File: config.mk
export PLATFORM = sky130hd
export DESIGN_NAME = pdm_speaker
export DESIGN_NICKNAME = d
export VERILOG_FILES = /design/src/rtl/audio_pkg.sv /design/src/rtl/sigma_delta_mod.sv /design/src/rtl/pdm_speaker.sv
export SDC_FILE = /design/constraint.sdc
export NUM_CORES = 1
export LEC_CHECK = 0
export ABC_AREA = 1
export CAP_MARGIN = 5
export CORE_ASPECT_RATIO = 0.8
export CORE_UTILIZATION = 35
export CTS_CLUSTER_DIAMETER = 40
export DETAILED_ROUTE_END_ITERATION = 7
export MAX_ROUTING_LAYER = met4
export PLACE_DENSITY = 0.49
export SLEW_MARGIN = 20
export SYNTH_ARGS = -nofsm -noshare
export SYNTH_HDL_FRONTEND = slang
export SYNTH_HIERARCHICAL = 1
export SYNTH_SLANG_ARGS = --single-unit
File: constraint.sdc
create_clock -name clock -period 2.05 [get_ports clock]
set_clock_uncertainty 0.1 [all_clocks]
set_input_delay 0.615 -clock clock [delete_from_list [all_inputs] [get_ports clock]]
set_output_delay 0.615 -clock clock [all_outputs]
set_load 0.005 [all_outputs]
File: src/rtl/audio_pkg.sv
// Shared definitions for the on-board PDM audio path (speaker and microphone).
package audio_pkg;

  localparam int PDM_CLK_DIV    = 40;
  localparam int PDM_OSR        = 64;
  localparam int AUDIO_SAMPLE_W = 16;

  typedef logic signed [AUDIO_SAMPLE_W-1:0] pcm_sample_t;

  // Flipping the sign bit maps two's complement onto offset binary:
  // most negative -> 0, zero -> mid-scale, most positive -> all ones.
  function automatic logic [AUDIO_SAMPLE_W-1:0] to_offset_binary(input pcm_sample_t s);
    return {~s[AUDIO_SAMPLE_W-1], s[AUDIO_SAMPLE_W-2:0]};
  endfunction

endpackage

File: src/rtl/sigma_delta_mod.sv
// First-order sigma-delta modulator: one output bit per tick, density
// proportional to the offset-binary value of the active sample.
module sigma_delta_mod
  import audio_pkg::*;
#(
  parameter int SAMPLE_W = AUDIO_SAMPLE_W
) (
  input  logic                clock,
  input  logic                clear,
  input  logic                tick,
  input  logic [SAMPLE_W-1:0] sample,
  output logic                pdm_bit
);

  localparam logic [SAMPLE_W-1:0] SIGN_FLIP = {1'b1, {(SAMPLE_W-1){1'b0}}};

  logic [SAMPLE_W-1:0] acc;
  logic [SAMPLE_W-1:0] level;
  logic [SAMPLE_W:0]   sum;

  // Offset-binary level and the one-bit-wider sum whose carry is the PDM bit.
  always_comb begin
    level = sample ^ SIGN_FLIP;
    sum   = {1'b0, acc} + {1'b0, level};
  end

  // Accumulator keeps its residue across sample changes; only clear empties it.
  always_ff @(posedge clock) begin
    if (clear) begin
      acc     <= '0;
      pdm_bit <= 1'b0;
    end else if (tick) begin
      acc     <= sum[SAMPLE_W-1:0];
      pdm_bit <= sum[SAMPLE_W];
    end
  end

endmodule

File: src/rtl/pdm_speaker.sv
// PCM-to-PDM speaker output: one-deep sample buffer, PDM bit-clock divider,
// frame counter and a first-order sigma-delta modulator.
module pdm_speaker
  import audio_pkg::*;
#(
  parameter int CLK_DIV  = PDM_CLK_DIV,
  parameter int OSR      = PDM_OSR,
  parameter int SAMPLE_W = AUDIO_SAMPLE_W
) (
  input  logic                clock,
  input  logic                reset,
  input  logic                enable,
  input  logic [SAMPLE_W-1:0] sample_data,
  input  logic                sample_valid,
  output logic                sample_ready,
  output logic                pdm_clk,
  output logic                audio_pdm,
  output logic                audio_sd,
  output logic                underrun
);

  localparam int DIV_W = $clog2(CLK_DIV);
  localparam int BIT_W = $clog2(OSR);
  localparam logic [DIV_W-1:0] DIV_LAST = DIV_W'(CLK_DIV - 1);
  localparam logic [DIV_W-1:0] DIV_HALF = DIV_W'(CLK_DIV / 2);
  localparam logic [DIV_W-1:0] DIV_ONE  = DIV_W'(1);
  localparam logic [BIT_W-1:0] BIT_LAST = BIT_W'(OSR - 1);
  localparam logic [BIT_W-1:0] BIT_ONE  = BIT_W'(1);

  logic [DIV_W-1:0]    div_cnt;
  logic [BIT_W-1:0]    bit_cnt;
  logic [SAMPLE_W-1:0] active;
  logic [SAMPLE_W-1:0] hold;
  logic                hold_full;
  logic                clear;
  logic                tick;
  logic                frame_end;
  logic                accept;

  // Reset and mute share one clear path so a re-enable always starts clean.
  always_comb begin
    clear        = reset || !enable;
    tick         = (div_cnt == DIV_LAST);
    frame_end    = tick && (bit_cnt == BIT_LAST);
    sample_ready = !reset && enable && !hold_full;
    accept       = sample_valid && sample_ready && !frame_end;
  end

  // Bit-clock divider; pdm_clk is a registered compare for a glitch-free pin.
  always_ff @(posedge clock) begin
    if (clear) begin
      div_cnt <= '0;
      pdm_clk <= 1'b0;
    end else begin
      div_cnt <= tick ? '0 : div_cnt + DIV_ONE;
      pdm_clk <= (div_cnt >= DIV_HALF);
    end
  end

  // Frame counter: OSR PDM bits per PCM sample.
  always_ff @(posedge clock) begin
    if (clear) begin
      bit_cnt <= '0;
    end else if (tick) begin
      bit_cnt <= (bit_cnt == BIT_LAST) ? '0 : bit_cnt + BIT_ONE;
    end
  end

  // Sample buffer: frame-end loads hold first, then a bypassed offer, else repeats.
  always_ff @(posedge clock) begin
    if (clear) begin
      active    <= '0;
      hold      <= '0;
      hold_full <= 1'b0;
      underrun  <= 1'b0;
    end else begin
      underrun <= 1'b0;
      if (frame_end) begin
        if (hold_full) begin
          active    <= hold;
          hold_full <= 1'b0;
        end else if (sample_valid) begin
          active <= sample_data;
        end else begin
          underrun <= 1'b1;
        end
      end
      if (accept) begin
        hold      <= sample_data;
        hold_full <= 1'b1;
      end
    end
  end

  // Amplifier shutdown follows enable with one cycle of delay.
  always_ff @(posedge clock) begin
    if (reset) begin
      audio_sd <= 1'b0;
    end else begin
      audio_sd <= enable;
    end
  end

  sigma_delta_mod #(
    .SAMPLE_W(SAMPLE_W)
  ) u_mod (
    .clock  (clock),
    .clear  (clear),
    .tick   (tick),
    .sample (active),
    .pdm_bit(audio_pdm)
  );

endmodule

Word level (Yosys, flattened, before mapping)

Index checks and enable logic that the tools add are counted.

Bits in registers: 65
Input bits: 20
Word-level logic and storage cells: 39

Add/sub/neg operators: 3
Magnitude comparators: 1
Eq/ne operators: 2
Multiplexer cells: 6
Bitwise gates (word level): 2
Reduce and logical (&&, ||, !) cells: 15

Operator list:

| cell                | count |
|---|---|
| $mux 16             | 2 |
| $add 16x16->17      | 1 |
| $add 6x1->6 const B | 2 |
| $eq 6x6->1 const B  | 2 |
| $ge 6x5->1 const B  | 1 |
| $mux 6              | 1 |
| $logic_and 1x1->1   | 5 |
| $logic_not 1->1     | 4 |
| $reduce_bool 2->1   | 2 |
| $mux 1              | 3 |
| $reduce_or 3->1     | 1 |
| $not 1->1           | 2 |
| $reduce_and 2->1    | 1 |
| $reduce_or 2->1     | 1 |
| $logic_or 1x1->1    | 1 |

Longest topological paths before layout

Gate-level depths: netlist (run 1).

Word-level depth: 6
Depth in mapped cells: 12

Modules after synthesis

Netlist (run 1), hierarchy kept.

Modules (own cells, without submodules):

| module          | times used | cells an instance | area each (sq um) |
|---|---|---|---|
| pdm_speaker     | 1          | 341               | 2337.2 |
| sigma_delta_mod | 1          | 273               | 1626.6 |

Worst setup path after synthesis (run 1)

No wires, ideal clock.

Path kind: register -> register
Start point: reg div_cnt[0]
End point: reg u_mod.acc[6]
Arrival time: 1.504 ns
Path slack: 0.330 ns
Cell stages (with the launch flop): 9
Clock period less this slack: 1.720 ns
Cell sequence: dfxtp_1 > ha_1 > nand3_1 > nor2_4 > buf_4 > clkbuf_1 > nand3_1 > o211ai_1 > inv_1

Word-level cells in the longest chain between the ends: 1

Ends and longest elaborated chain:

| item                   | RTL line              | source |
|---|---|---|
| from (decl)            | pdm_speaker.sv:30     | `logic [DIV_W-1:0] div_cnt;` |
| from (signal assigned) | pdm_speaker.sv:55     | `div_cnt <= tick ? '0 : div_cnt + DIV_ONE;` |
| $eq 6x6->1             | pdm_speaker.sv:43     | `tick = (div_cnt == DIV_LAST);` |
| net tick               | pdm_speaker.sv:36     | `logic tick;` |
| to (signal assigned)   | sigma_delta_mod.sv:33 | `acc <= sum[SAMPLE_W-1:0];` |
| to (decl)              | sigma_delta_mod.sv:17 | `logic [SAMPLE_W-1:0] acc;` |

The timed path passes the listed nets, and every way through them passes these cells.
A chain may end at the register's enable or synchronous reset.

Final worst setup path (run 1)

Start point: in reset
End point: out sample_ready

Word-level cells in the longest chain between the ends: 3

Ends and longest elaborated chain:

| item                           | RTL line          | source |
|---|---|---|
| from (decl)                    | pdm_speaker.sv:11 | `input logic reset,` |
| $logic_not 1->1                | pdm_speaker.sv:45 | `sample_ready = !reset && enable && !hold_full;` |
| $logic_and 1x1->1 (2 in a row) | pdm_speaker.sv:45 |  |
| to (decl)                      | pdm_speaker.sv:15 | `output logic sample_ready,` |

Every way passes these cells.

==> run_results.csv, run 1 <==
group,metric,value,unit
cts,clockBufferDepth,2,
global_route,grt_max_degree,35,
setup_path,critPathLaunchType,"primary input",
global_route,grt_use_met1,0.203,
sta,post-route-min-period,1910,ps
sta,whs,379,ps
detailed_routing,drt-total-wl,8540,um
logic_synthesis,synth.most_common_cell,"nand2_1",
setup_path,crit_fanout,2,
sta,fin_crit_sh,0.931,
setup_path,crit_type,"primary input to output port",
global_route,antenna_found_initial,0,
power_and_ir_drop,p_leak,2.22,nW
floorplanning,core_area,10900,um^2
logic_synthesis,ys_ff_latch,65,
setup_path,crit_cells,5,
detailed_routing,dr_total_vias,3524,
place,post_dp_cell_area,4330,um^2
logic_synthesis,netlist_instances,614,
cts,cts.sinks,65,
logic_synthesis,synthTopCellsByArea,"dfxtp_1 33%, nand2_1 16%, inv_1 9.5%",
sta,worst_pin_slew,340,ps
detailed_routing,ant_nets,0,
sta,fin_tns_setup,0,ps
logic_synthesis,ys_types,34,
logic_synthesis,synth_edf_count,0,
setup_path,crit_chain,"dlygate4sd2_1 -> inv_1 -> nand2_1 -> nor2_1 -> buf_2",
global_route,met2_usage,0.250,
power_and_ir_drop,powerDensity,622,nW/um^2
floorplanning,row_count,34,
floorplanning,dieArea,11800,um^2
cts,root_buffer,"clkbuf_16",
floorplanning,ios,25,
logic_synthesis,ys_seq_area_frac,0.328,
setup_path,critPathMaxStageDelay,230,ps
detailed_routing,first_iter_violations,166,
global_route,grt-ovfl-total,0,
detailed_routing,route.detailed.drc,0,
logic_synthesis,synth_common_cells,"165 x nand2_1, 100 x inv_1, 98 x nor2_1, 65 x dfxtp_1, 35 x nand3_1",
global_route,grtUsageTotal,0.159,
global_route,grt_pass1_vias,3195,
cts,clk_latency,330,ps
cells_and_area,n_antenna_cell,0,
cells_and_area,num-nets-final,679,
setup_path,worstPathArrival,1190,ps
cts,ctsHtreeMaxLevel,3,
logic_synthesis,syn_area_per_cell,6.46,um^2
cts,cts_buffers,9,
global_route,grt_pass1_wl,14500,um
logic_synthesis,synth_top_area_share,0.328,
setup_path,required,1330,ps
logic_synthesis,synthArstFlopShare,0,
detailed_routing,wl_per_cell,10.9,um
sta,timing.slew.headroom,0.773,
setup_path,path_delay_family,"buffers and inverters",
detailed_routing,dr.pass1.iters,4,
place,dp_cells,769,
global_route,met3_usage,0.0387,
setup_path,crit_slowest_cell,"dlygate4sd2_1",
setup_path,end_kind,"output port",
cells_and_area,syn2layout_area_growth,17.4,%
sta,final-max-slew-violation-count,0,
power_and_ir_drop,ir_drop,0.355,mV
floorplanning,die_h,97.2,um
worst_hold_path,hp-class,"flop to flop",
logic_synthesis,syn_nets,654,
sta,hold_violations,0,
cells_and_area,instances_no_fill,787,
run,cap_violations,0,
cts,holdBufCountCts,0,
outcome,outcome,"finished, final reports clean",
cells_and_area,fin_area,4650,um^2
logic_synthesis,syn_area,3960,um^2
place,io_buffer_count,24,
floorplanning,die_w,121,um
detailed_routing,vias_per_cell,4.48,
sta,setup_violations,0,
setup_path,rr_worst_depth,12,
place,finalWeightedCongestion,0.860,
cts,cts_tree,"yes",
global_route,busiest_layer,"met2",
sta,grt_setup_unrepaired,"false",
place,hpwl,6210,um
sta,clock.fmax,0.524,GHz
cells_and_area,drive_gt1_frac,0.0995,
setup_path,cp_num_buf_inv,3,
cts,clk_pin_slew,50,ps
logic_synthesis,synth_ff_type,"dfxtp_1",
logic_synthesis,yosys.area.top_type,"dfxtp_1",
cells_and_area,final_core_util,0.426,
worst_hold_path,hold_depth,2,
floorplanning,initial_utilization,0.363,
logic_synthesis,yosysWarningCount,6,
[power breakdown]
group | total (mW) | internal [mW] | switching [mW]
Sequential | 1.28 | 1.27 | 0.00593
Combinational | 0.154 | 0.0710 | 0.0832
Clock | 1.46 | 0.909 | 0.553
Total | 2.90 | 2.25 | 0.642
[per-stage QoR]
step,setup slack [ps],power (mW)
CTS,48.2,2.94
floorplan,330,1.40
detailed placement,-434,1.46
finish,141,2.90
global route,42.8,3.00
global placement,-427,1.46
[registers in the layout (all words and copies together), names as in the netlist]
| signal | count |
|---|---|
| active | 16 |
| audio_sd | 1 |
| bit_cnt | 6 |
| div_cnt | 6 |
| hold | 16 |
| hold_full | 1 |
| pdm_clk | 1 |
| u_mod/acc | 16 |
| u_mod/pdm_bit | 1 |
| underrun | 1 |
[routing by layer]
layer	routed length (um)	up-vias
li1	-	1931
met1	4380	1545
met2	3700	38
met3	370	10
met4	95	0
met5	0	-
[logic make-up after synthesis]
group                      share of synthesized area
buffers and inverters                          0.139
xor gates and xnor gates                      0.0110
DFF                                            0.328
and+or+nand+nor                                0.379
AOI/OAI and AO/OA                             0.0783
adders and majority gates                     0.0650
[layout make-up]
type	count	area [um^2]
clock buffers	13	270
clock inverters	2	12.5
fillers	1099	6280
inverters	104	390
multi-input cells	423	2130
flip-flops and latches	65	1300
well taps	144	180
repair buffers	36	373
[placed cells by master (no fill, tap or decap), types with 2 or more instances in the layout]
cell             instances
a21oi_1                 32
nand3_2                 11
o21ai_0                 24
clkbuf_8                 3
nor3_2                   3
nand3_1                 35
nand3b_1                 2
inv_1                  100
nand2_1                164
dfxtp_1                 65
nand2_2                 10
inv_2                    4
xor2_1                   3
xnor2_1                  2
nand4_1                  3
or2_1                    2
dlygate4sd2_1            2
clkbuf_16                9
clkdlybuf4s50_1         21
buf_4                    8
nor2_2                   2
o211ai_1                 3
buf_12                   4
ha_1                    19
nor2_1                  98
[worst min-delay path, delay by kind of cell (launching register included)]
kind            cells  cell delay, ps
flops               1             320
compound gates      1              40
simple gates        1              80
[timing repair]
item,CTS,global route
gates cloned,0,0
buffers inserted,1,2
setup endpoints to repair,1,23
pin swaps,2,1
resized for setup,6,3
[final timing paths]
kind	start	to	slack (ps)
setup reg to reg	active[0]	u_mod/acc[14]	180
hold / removal	hold[2]	hold[2]	380
hold reg to reg	hold[2]	hold[2]	380
setup / recovery	reset	sample_ready	140
Note: power is estimated with default switching activity, not from simulation.
==> run 2, diff against run 1 <==
--- a/config.mk
+++ b/config.mk
@@ -10,6 +10,7 @@
 export CORE_ASPECT_RATIO = 0.8
 export CORE_UTILIZATION = 35
 export CTS_CLUSTER_DIAMETER = 40
+export CTS_CLUSTER_SIZE = 28
 export DETAILED_ROUTE_END_ITERATION = 7
 export MAX_ROUTING_LAYER = met4
 export PLACE_DENSITY = 0.49
==> results of run 2 <==
No change in the layout: final DEF, timing and power equal those of run 1.
